<file path="config.mk">
export PLATFORM = sky130hd
export DESIGN_NAME = rf_alu_sequencer
export DESIGN_NICKNAME = d
export VERILOG_FILES = /design/src/rtl/rf_alu_sequencer_pkg.sv /design/src/rtl/rf_alu_sequencer_adder.sv /design/src/rtl/rf_alu_sequencer.sv
export SDC_FILE = /design/constraint.sdc
export NUM_CORES = 1
export LEC_CHECK = 0
export BUFFER_PORTS_ARGS = -buffer_cell sky130_fd_sc_hd__buf_4
export CORE_UTILIZATION = 55
export CTS_CLUSTER_SIZE = 8
export DETAILED_ROUTE_END_ITERATION = 8
export PLACE_DENSITY = 0.8
export SETUP_SLACK_MARGIN = 0.1
export SYNTH_ARGS = -nofsm -noshare
export SYNTH_HDL_FRONTEND = slang
export SYNTH_HIERARCHICAL = 1
export SYNTH_SLANG_ARGS = --single-unit
</file>
<file path="constraint.sdc">
create_clock -name clk -period 3.5 [get_ports clk]
set_clock_uncertainty 0.05 [all_clocks]
set_input_delay 0 -clock clk [delete_from_list [all_inputs] [get_ports clk]]
set_output_delay 0 -clock clk [all_outputs]
set_load 0.1 [all_outputs]
</file>
<file path="src/rtl/rf_alu_sequencer_pkg.sv">
// Shared definitions for the register-file read-modify-write sequencer:
// FSM state encodings and default widths.
package rf_alu_sequencer_pkg;

  localparam int DEF_ADDR_W = 5;
  localparam int DEF_DATA_W = 32;

  typedef enum logic [1:0] {
    S_IDLE = 2'd0,
    S_READ = 2'd1,
    S_EXEC = 2'd2,
    S_WB   = 2'd3
  } state_e;

endpackage

</file>
<file path="src/rtl/rf_alu_sequencer_adder.sv">
// Ripple-free behavioural adder with carry-in and carry-out; subtraction is
// done by the caller feeding an inverted operand2 and cin=1.
module rf_alu_sequencer_adder #(
  parameter int DATA_W = 32
) (
  input  logic [DATA_W-1:0] operand1,
  input  logic [DATA_W-1:0] operand2,
  input  logic              cin,
  output logic [DATA_W-1:0] result,
  output logic              cout
);

  always_comb begin
    {cout, result} = {1'b0, operand1} + {1'b0, operand2} + {{DATA_W{1'b0}}, cin};
  end

endmodule

</file>
<file path="src/rtl/rf_alu_sequencer.sv">
// Command-driven read-modify-write engine: reads rs1/rs2, adds or subtracts,
// writes rd. Optional overflow trap enabled by defining RF_SEQ_OVF_TRAP_EN.
module rf_alu_sequencer
  import rf_alu_sequencer_pkg::*;
#(
  parameter int ADDR_W = DEF_ADDR_W,
  parameter int DATA_W = DEF_DATA_W
) (
  input  logic              clk,
  input  logic              resetn,
  input  logic              cmd_valid,
  output logic              cmd_ready,
  input  logic [ADDR_W-1:0] cmd_rs1,
  input  logic [ADDR_W-1:0] cmd_rs2,
  input  logic [ADDR_W-1:0] cmd_rd,
  input  logic              cmd_sub,
  output logic [ADDR_W-1:0] rf_raddr1,
  output logic [ADDR_W-1:0] rf_raddr2,
  input  logic [DATA_W-1:0] rf_rdata1,
  input  logic [DATA_W-1:0] rf_rdata2,
  output logic              rf_wen,
  output logic [ADDR_W-1:0] rf_waddr,
  output logic [DATA_W-1:0] rf_wdata,
  output logic              done_valid,
  output logic [DATA_W-1:0] done_result,
  output logic              done_cout,
  output logic              busy
`ifdef RF_SEQ_OVF_TRAP_EN
  ,
  output logic              ovf_err
`endif
);

  state_e              state_q, state_d;
  logic [ADDR_W-1:0]   rs1_q, rs1_d, rs2_q, rs2_d, rd_q, rd_d, waddr_q, waddr_d;
  logic                sub_q, sub_d, cin_q, cin_d, cout_q, cout_d;
  logic                hold_cout_q, hold_cout_d;
  logic [DATA_W-1:0]   op1_q, op1_d, op2_q, op2_d, res_q, res_d;
  logic [DATA_W-1:0]   hold_res_q, hold_res_d;
  logic [DATA_W-1:0]   sum;
  logic                sum_cout;
  logic                in_wb;
  logic                accept;
  logic                trap;
`ifdef RF_SEQ_OVF_TRAP_EN
  logic                ovf_q, ovf_d, ovf_err_q, ovf_err_d;
`endif

  rf_alu_sequencer_adder #(.DATA_W(DATA_W)) u_adder (
    .operand1 (op1_q),
    .operand2 (op2_q),
    .cin      (cin_q),
    .result   (sum),
    .cout     (sum_cout)
  );

  assign in_wb  = (state_q == S_WB);
  assign accept = cmd_valid && (state_q == S_IDLE);

`ifdef RF_SEQ_OVF_TRAP_EN
  assign trap    = ovf_q;
  assign ovf_err = ovf_err_q | (in_wb & ovf_q);
`else
  assign trap    = 1'b0;
`endif

  always_comb begin
    state_d     = state_q;
    rs1_d       = rs1_q;
    rs2_d       = rs2_q;
    rd_d        = rd_q;
    sub_d       = sub_q;
    op1_d       = op1_q;
    op2_d       = op2_q;
    cin_d       = cin_q;
    res_d       = res_q;
    cout_d      = cout_q;
    hold_res_d  = hold_res_q;
    hold_cout_d = hold_cout_q;
    waddr_d     = waddr_q;
`ifdef RF_SEQ_OVF_TRAP_EN
    ovf_d       = ovf_q;
    ovf_err_d   = ovf_err_q;
`endif
    case (state_q)
      S_IDLE: begin
        if (accept) begin
          rs1_d   = cmd_rs1;
          rs2_d   = cmd_rs2;
          rd_d    = cmd_rd;
          sub_d   = cmd_sub;
          state_d = S_READ;
`ifdef RF_SEQ_OVF_TRAP_EN
          ovf_err_d = 1'b0;
`endif
        end
      end
      S_READ: begin
        op1_d   = rf_rdata1;
        op2_d   = sub_q ? ~rf_rdata2 : rf_rdata2;
        cin_d   = sub_q;
        state_d = S_EXEC;
      end
      S_EXEC: begin
        res_d   = sum;
        cout_d  = sum_cout;
        state_d = S_WB;
`ifdef RF_SEQ_OVF_TRAP_EN
        // op2 is already sub-adjusted, so one rule covers add and subtract
        ovf_d = (op1_q[DATA_W-1] == op2_q[DATA_W-1]) && (sum[DATA_W-1] != op1_q[DATA_W-1]);
`endif
      end
      S_WB: begin
        hold_res_d  = res_q;
        hold_cout_d = cout_q;
        waddr_d     = rd_q;
        state_d     = S_IDLE;
`ifdef RF_SEQ_OVF_TRAP_EN
        ovf_err_d   = ovf_q;
`endif
      end
      default: state_d = S_IDLE;
    endcase
  end

  always_ff @(posedge clk or negedge resetn) begin
    if (!resetn) begin
      state_q     <= S_IDLE;
      rs1_q       <= '0;
      rs2_q       <= '0;
      rd_q        <= '0;
      sub_q       <= 1'b0;
      op1_q       <= '0;
      op2_q       <= '0;
      cin_q       <= 1'b0;
      res_q       <= '0;
      cout_q      <= 1'b0;
      hold_res_q  <= '0;
      hold_cout_q <= 1'b0;
      waddr_q     <= '0;
`ifdef RF_SEQ_OVF_TRAP_EN
      ovf_q       <= 1'b0;
      ovf_err_q   <= 1'b0;
`endif
    end else begin
      state_q     <= state_d;
      rs1_q       <= rs1_d;
      rs2_q       <= rs2_d;
      rd_q        <= rd_d;
      sub_q       <= sub_d;
      op1_q       <= op1_d;
      op2_q       <= op2_d;
      cin_q       <= cin_d;
      res_q       <= res_d;
      cout_q      <= cout_d;
      hold_res_q  <= hold_res_d;
      hold_cout_q <= hold_cout_d;
      waddr_q     <= waddr_d;
`ifdef RF_SEQ_OVF_TRAP_EN
      ovf_q       <= ovf_d;
      ovf_err_q   <= ovf_err_d;
`endif
    end
  end

  // Strobes decode straight from state so an async reset drops them at once
  assign cmd_ready   = (state_q == S_IDLE);
  assign busy        = (state_q != S_IDLE);
  assign rf_raddr1   = rs1_q;
  assign rf_raddr2   = rs2_q;
  assign done_valid  = in_wb;
  assign rf_wen      = in_wb && (rd_q != '0) && !trap;
  assign rf_waddr    = in_wb ? rd_q   : waddr_q;
  assign rf_wdata    = in_wb ? res_q  : hold_res_q;
  assign done_result = in_wb ? res_q  : hold_res_q;
  assign done_cout   = in_wb ? cout_q : hold_cout_q;

endmodule

</file>
Word-level counts from Yosys, hierarchy flattened
Index checks and enable logic that the tools add are counted.
{"block": "word_totals", "romBits": 0, "mem_count": 0, "out_inout_bits": 84, "latchBits": 0, "mem_bits_rw": 0, "regBits": 154, "inputBits": 83, "elab_cells": 32}
{"block": "classes", "n_shift": 0, "muxes": 6, "addsub": 2, "bitwise": 1, "n_reduce_logical": 6, "n_mul": 0, "n_div": 0, "n_lt_le_gt_ge": 0, "n_eq_ne": 4}
{"operator": "$mux W32", "n": 2}
{"operator": "$add A32 B32 Y33", "n": 1}
{"operator": "$add A33 B1 Y33", "n": 1}
{"operator": "$not A32 Y32", "n": 1}
{"operator": "$pmux W2 S4", "n": 1}
{"operator": "$mux W5", "n": 1}
{"operator": "$reduce_bool A5 Y1", "n": 1}
{"operator": "$eq A2 B2 Y1 const B", "n": 2}
{"operator": "$eq A2 B1 Y1 const B", "n": 1}
{"operator": "$logic_and A1 B1 Y1", "n": 2}
{"operator": "$logic_not A2 Y1", "n": 1}
{"operator": "$mux W2", "n": 1}
{"operator": "$ne A2 B1 Y1 const B", "n": 1}
{"operator": "$reduce_and A2 Y1", "n": 1}
{"operator": "$reduce_bool A2 Y1", "n": 1}
{"operator": "$mux W1", "n": 1}

Logic depth before layout (Yosys ltp)
Gate-level depths: netlist of the first run.
{"block": "depth", "depth_word": 4, "ltp_mapped": 10, "depth_no_buf": 10}

Hierarchy
Netlist of the first run, hierarchy kept.
{"mod": "rf_alu_sequencer", "cells_each": 441, "seq_area_each_um2": 3853.7, "area_per_inst_um2": 6283.5, "instances": 1}
{"mod": "rf_alu_sequencer_adder", "cells_each": 237, "seq_area_each_um2": 0.0, "area_per_inst_um2": 1714.1, "instances": 1}

Least setup slack after synthesis of the first run
OpenSTA, ideal clock, no wires.
{"block": "synth_path", "path_type": "reg2reg", "start": "register op1_q[0]", "end": "register res_q[20]", "setup_slack_ps": 504, "n_path_buf": 0, "t_required_ps": 3325, "setup_time_ps": 125, "synth_period_minus_slack_ps": 2996, "arrival_ps": 2821, "stages_incl_launch_ff": 11, "path_cell_list": "dfrtp_1 > fa_1 > fa_1 > a211oi_1 > o21bai_2 > o2111ai_2 > a31oi_1 > a21boi_2 > nor4b_1 > nor3_1 > mux2_2"}
{"block": "synth_between", "elab_chain_len": 2}
{"element": "start, declared", "line_no": "rf_alu_sequencer.sv:38", "source": "logic [DATA_W-1:0] op1_q, op1_d, op2_q, op2_d, res_q, res_d;"}
{"element": "start signal, assigned", "line_no": "rf_alu_sequencer.sv:151", "source": "op1_q <= op1_d;"}
{"element": "$add A32 B32 Y33", "line_no": "rf_alu_sequencer_adder.sv:14", "source": "{cout, result} = {1'b0, operand1} + {1'b0, operand2} + {{DATA_W{1'b0}}, cin};"}
{"element": "$add A33 B1 Y33", "line_no": "rf_alu_sequencer_adder.sv:14"}
{"element": "net sum[20]", "line_no": "rf_alu_sequencer.sv:40", "source": "logic [DATA_W-1:0] sum;"}
{"element": "end signal, assigned", "line_no": "rf_alu_sequencer.sv:154", "source": "res_q <= res_d;"}
{"element": "end, declared", "line_no": "rf_alu_sequencer.sv:38"}
The timed path passes the listed nets, and every way through them passes these cells.
A chain may end at the register's enable or synchronous reset.

Worst setup path in the final report of the first run
Ends and elaborated chain as after synthesis.

==> results of run 1 <==
state kept, by name, indices dropped and copies added, names as in the netlist:
register,flops
op2_q,32
res_q,32
cin_q,1
sub_q,1
cout_q,1
hold_cout_q,1
rd_q,5
hold_res_q,32
rf_raddr2,5
state_q,2
rf_raddr1,5
waddr_q,5
op1_q,32
cells in the mapped netlist, drive strengths merged (2+ instances only):
library cell  count  area share (%)
a2111o            2            0.28
a211o             2            0.22
a211oi            4            0.44
a21o             15             1.4
a21oi            63             3.9
a221oi            2            0.22
a31o              2            0.22
a31oi             3            0.23
and4              3            0.33
buf              56             5.0
clkbuf            5            0.23
dfrtp           154              48
fa                2            0.50
ha               36             5.6
inv               8            0.38
mux2            121              17
nand2            27             1.4
nand3             7            0.44
nand4             7            0.55
nor2             49             2.3
nor2b             2            0.16
nor3              3            0.19
nor4              2            0.23
nor4b             2            0.22
o21a              4            0.38
o21ai            17             1.1
o21bai            3            0.33
o31ai             3            0.28
xnor2            46             5.0
xor2             14             1.5
repair_timing:
| action | CTS | global route |
|---|---|---|
| resized for setup | 0 | 3 |
| setup endpoints to repair | 0 | 7 |
| hold buffers | 82 | 0 |
| setup buffers | 0 | 1 |
| hold endpoints to repair | 190 | 0 |
final timing paths:
path,from,endpoint,slack [ns],depth (start not counted)
hold / removal,resetn,hold_res_q[20],0.25,2
min in group clk,cmd_rd[4],rd_q[4],0.30,3
max in group asynchronous,resetn,hold_res_q[4],2.21,3
setup / recovery,op1_q[0],res_q[20],0.24,10
hold reg to reg,cout_q,cout_q,0.45,1
setup reg to reg,op1_q[0],res_q[20],0.24,10
layer usage:
layer	share of wire [%]	track usage (%)	wire, um	vias up
li1	-	-	-	2784
met2	52	46.5	10000	185
met4	1.9	9.98	364	0
met5	0	0	0	-
met1	43	33.4	8200	2982
met3	3.5	4.93	679	34
worst max-delay path, delay by kind of cell, from the launching register on:
kind | cells | cell delay, ns
multiplexers | 1 | 0.27
AND/OR/NAND/NOR | 2 | 0.36
flip-flops | 1 | 0.40
adder cells (fa/ha/maj) | 2 | 0.93
AO/OA/AOI/OAI | 5 | 1.13
logic make-up (layout without fill, tap and decap cells):
kind of cell / Yosys count / count (layout)
adder cells (fa/ha/maj): 38 / 38
AND/OR/NAND/NOR: 105 / 105
multiplexers: 122 / 122
buffers and inverters: 69 / 292
XOR/XNOR: 60 / 60
flip-flops: 154 / 154
AO/OA/AOI/OAI: 130 / 130
through the flow:
stage / instance area, um^2 / utilization, %
5_1_grt: 10600 / 75.3
6_report: 10600 / 75.3
3_3_place_gp: 9100 / 64.8
4_1_cts: 10600 / 75.1
3_5_place_dp: 9100 / 64.8
2_1_floorplan: 8000 / -
cell type report:
class	instances	area [um^2]
clock buffers	19	443
flip-flops and latches	154	3850
repair buffers	252	2100
clock inverters	13	191
fillers	909	3470
well taps	180	225
inverters	8	30.0
multi-input cells	455	3730
==> results.toml, run 1 <==
[detailed_routing]
drc = 0
firstDrtPassIters = 5
vias = 5985
route.antenna.remaining_nets = 0
drt_wl_total_um = 19300
initialDrtViolationCount = 407
viasPerCell = 5.54
wl_per_cell_um = 17.8

[timing]
timing.hold.ws_ns = 0.246
rsz0062_at_grt = "no"
hold_viol = 0
maxSlewViolCount = 0
finalCritPeriodShare_pct = 93.1
relSlewSlack_pct = 24.4
fmax_mhz = 307
period_minus_slack_ns = 3.26
postLayoutSetupSlackWorst_ns = 0.240
setup-tns-final_ns = 0
setup_viol = 0
tightest_slew_ns = 1.13

[place]
gp_congestion = 0.903
place_inst = 966
port_buffers = 166
dp_slack_ns = 0.153
dp_hpwl_um = 12000

[grt]
grt_max_degree = 111
overflow = 0
antenna_found_initial = 0
grt_pass1_vias = 6263
grt_pass1_wl_um = 30800
grt_use_total_pct = 26.9

[cts]
clk_latency_ns = 0.43
h-tree-depth = 4
ctsLongestPathBuffers = 2
clock-root-buffer = "clkbuf_16"
cts_tree = "yes"
numCtsBuffers = 17
numClockSinks = 154
path_clk_slew_ns = 0.06

[die]
initial_utilization_pct = 57.0
die_area_um2 = 15000
core_area_um2 = 14000
fp.dieH_um = 123
fp.dieW_um = 123
io_pins = 167
rows = 43

[yosys]
synthSimpleGateAreaFrac_pct = 6.02
synth-edff-count = 0
syn_avg_cell_area_um2 = 11.8
synthXorXnorAreaFrac_pct = 6.57
ys_types = 52
syn_inst = 678
yosys_warnings = 6
ys_seq_area_share_pct = 48.2
synth_flop_cell = "dfrtp_1"
netlist_area_um2 = 8000
synth_top_family_by_area = "multiplexers"
ys_ff_latch = 154
synth_fp_nets = 799
synth_compound_area_share_pct = 10.3
synth_mux_area_share_pct = 17.2
synthArstFlopShare_pct = 100
synth_fa_ha_area_share_pct = 6.13

[job]
cap_viol_max_count = 0

[layout]
layout_commonest_cell = "buf_4"
fin_cells = 1081
antennaDiodeCount = 0
final_net_count = 1009
area_growth_pct = 32.2
drive_gt1_share_pct = 37.6
final_cell_mix = "169 x buf_4, 153 x dfrtp_1, 121 x mux2_2, 82 x dlygate4sd3_1, 63 x a21oi_1"

[critical_path]
start_kind = "flop"
crit_path_frequent_cell = "fa_1"
crit_type = "reg -> reg"
cp.required_ns = 3.75
critPathMaxStageDelay_ns = 0.48
path_cells = "fa_1, fa_1, a211oi_2, o21bai_2, o2111ai_4, a31oi_1, a21boi_2, nor4b_1, nor3_1, mux2_2"
crit_slowest_cell = "fa_1"
path_max_fanout = 5
cp.arrival_ns = 3.51
setup.worst_path.end_class = "flop"

[hold_path]
worstHoldPathType = "in -> async"

[status]
status = "finished clean"
Power of run 1 is left out: the tool's default activity adds up to more than one toggle a clock period on the data nets, which glitch-free logic cannot reach.
==> run 2: changes to the inputs <==
--- a/config.mk
+++ b/config.mk
@@ -5,11 +5,12 @@
 export SDC_FILE = /design/constraint.sdc
 export NUM_CORES = 1
 export LEC_CHECK = 0
+export ABC_AREA = 1
 export BUFFER_PORTS_ARGS = -buffer_cell sky130_fd_sc_hd__buf_4
 export CORE_UTILIZATION = 55
 export CTS_CLUSTER_SIZE = 8
 export DETAILED_ROUTE_END_ITERATION = 8
-export PLACE_DENSITY = 0.8
+export PLACE_DENSITY = 0.79
 export SETUP_SLACK_MARGIN = 0.1
 export SYNTH_ARGS = -nofsm -noshare
 export SYNTH_HDL_FRONTEND = slang
==> results.toml, run 2 <==
[status]
status = "finished clean"

[yosys]
synth_fa_ha_area_share_pct = 5.43
syn_avg_cell_area_um2 = 7.13
synth_compound_area_share_pct = 9.19
synth_flop_cell = "dfrtp_1"
synth-edff-count = 0
synth_top_family_by_area = "simple AND/OR/NAND/NOR gates"
ys_seq_area_share_pct = 42.6
synthXorXnorAreaFrac_pct = 1.45
ys_ff_latch = 154
synth_mux_area_share_pct = 0
synthTopCellsByArea = "dfrtp_1 43%, nand2_1 16%, inv_1 11%"
syn_inst = 1267
ys_types = 26
yosysTopAreaCell = "dfrtp_1"
synth_commonest_cells = "395 x nand2_1, 256 x inv_1, 154 x dfrtp_1"
synthSimpleGateAreaFrac_pct = 25.0
yosys_warnings = 6
synth_fp_nets = 1388
synth_most_common_cell = "nand2_1"
synth_top_area_share_pct = 42.6
synthArstFlopShare_pct = 100
netlist_area_um2 = 9040

[detailed_routing]
wl_per_cell_um = 13.6
drc = 0
vias = 8455
viasPerCell = 4.94
route.antenna.remaining_nets = 0
drt_wl_total_um = 23300
initialDrtViolationCount = 537
firstDrtPassIters = 5

[timing]
hold_viol = 0
maxSlewViolCount = 0
period_minus_slack_ns = 2.55
fmax_mhz = 392
setup_viol = 0
relSlewSlack_pct = 36.1
timing.hold.ws_ns = 0.189
tightest_slew_ns = 0.959
setup-tns-final_ns = 0
finalCritPeriodShare_pct = 72.9
rsz0062_at_grt = "no"

[critical_path]
crit_slowest_cell = "ha_4"
crit_type = "reg -> out"
start_kind = "flop"
cp.arrival_ns = 2.50
critPathMaxStageDelay_ns = 0.61
path_cells = "ha_4, buf_4, nor2_1, a21oi_2, buf_4"
crit_path_frequent_cell = "buf_4"
setup.worst_path.end_class = "output port"
path_max_fanout = 51
ff2ff_path_depth = 14
cp.required_ns = 3.45

[cts]
h-tree-depth = 4
clock-root-buffer = "clkbuf_16"
path_clk_slew_ns = 0.06
numClockSinks = 154
numCtsBuffers = 17
cts_setup_buffers = 0
cts_tree = "yes"
clk_latency_ns = 0.43
ctsLongestPathBuffers = 2

[grt]
grt_pass1_vias = 7978
grt_pass1_wl_um = 37900
grt_max_degree = 104
antenna_found_initial = 0
grt_use_total_pct = 28.9
overflow = 0

[layout]
final_cell_mix = "395 x nand2_1, 256 x inv_1, 171 x buf_4, 154 x dfrtp_1, 96 x dlygate4sd3_1"
drive_gt1_share_pct = 16.7
layout_commonest_cell = "nand2_1"
final_net_count = 1602
area_growth_pct = 31.1

[die]
core_area_um2 = 15900
io_pins = 167
initial_utilization_pct = 56.7
fp.dieH_um = 130
fp.dieW_um = 130
die_area_um2 = 17000
rows = 46

[place]
port_buffers = 166
gp_congestion = 0.875
dp_hpwl_um = 15000

[job]
cap_viol_max_count = 0

[hold_path]
worstHoldPathType = "in -> async"
==> run 2: layer usage <==
layer	wire length, um	share of wire, %	vias up	global-route usage (%)
li1	-	-	4248	-
met1	10500	45	3874	38.6
met2	11000	47	294	46.9
met3	1320	5.7	39	5.62
met4	414	1.8	0	9.85
met5	0	0	-	0
==> run 2: metrics by stage <==
step,std cells,setup WS [ns],cell area [um^2],utilization [%]
2_1_floorplan,1267,-0.459,9170,-
3_3_place_gp,1582,1.08,10300,64.4
3_5_place_dp,1582,1.04,10300,64.4
4_1_cts,1709,0.941,11800,74.3
5_1_grt,1709,0.738,11800,74.3
6_report,1710,0.948,11900,74.3
==> run 2: worst max-delay path, delay by kind of cell (launching register included) <==
family                     cells  cell delay, ns
and+or+nand+nor                1            0.09
buffers and inverters          2            0.67
AOI/OAI and AO/OA              1            0.18
DFF                            1            0.49
adders and majority gates      1            0.61
==> run 2: cells by family (layout without fill, tap and decap cells) <==
| kind of cell | after synthesis | in the layout |
|---|---|---|
| and+or+nand+nor | 564 | 564 |
| buffers and inverters | 331 | 557 |
| xor gates and xnor gates | 15 | 15 |
| other | 0 | 1 |
| DFF | 154 | 154 |
| AOI/OAI and AO/OA | 165 | 165 |
| adders and majority gates | 38 | 38 |
==> run 2: final cells by class <==
class                      count  area (um^2)
clock inverter                11          169
clock buffer                  20          447
tap                          216          270
fill                        1169         4090
sequential                   154         3850
timing repair buffer         269         2280
antenna                        1         2.50
multi-input combinational    782         3870
inverter                     257          965
==> run 2: final timing paths <==
check / startpoint / end / slack [ns]
min in group clk: rf_rdata1[2] / op1_q[2] / 0.27
min reg2reg: rf_raddr2[2] / rf_raddr2[2] / 0.42
max reg2reg: op1_q[0] / res_q[28] / 1.04
max: state_q[0] / done_result[8] / 0.95
max in group asynchronous: resetn / state_q[1] / 2.43
min: resetn / op2_q[2] / 0.19
==> run 2: timing repair <==
action / CTS / global route
resized for setup: 0 / 0
hold buffers: 96 / 0
endpoints found under the hold margin: 184 / 0
Power of run 2 is left out for the same reason.
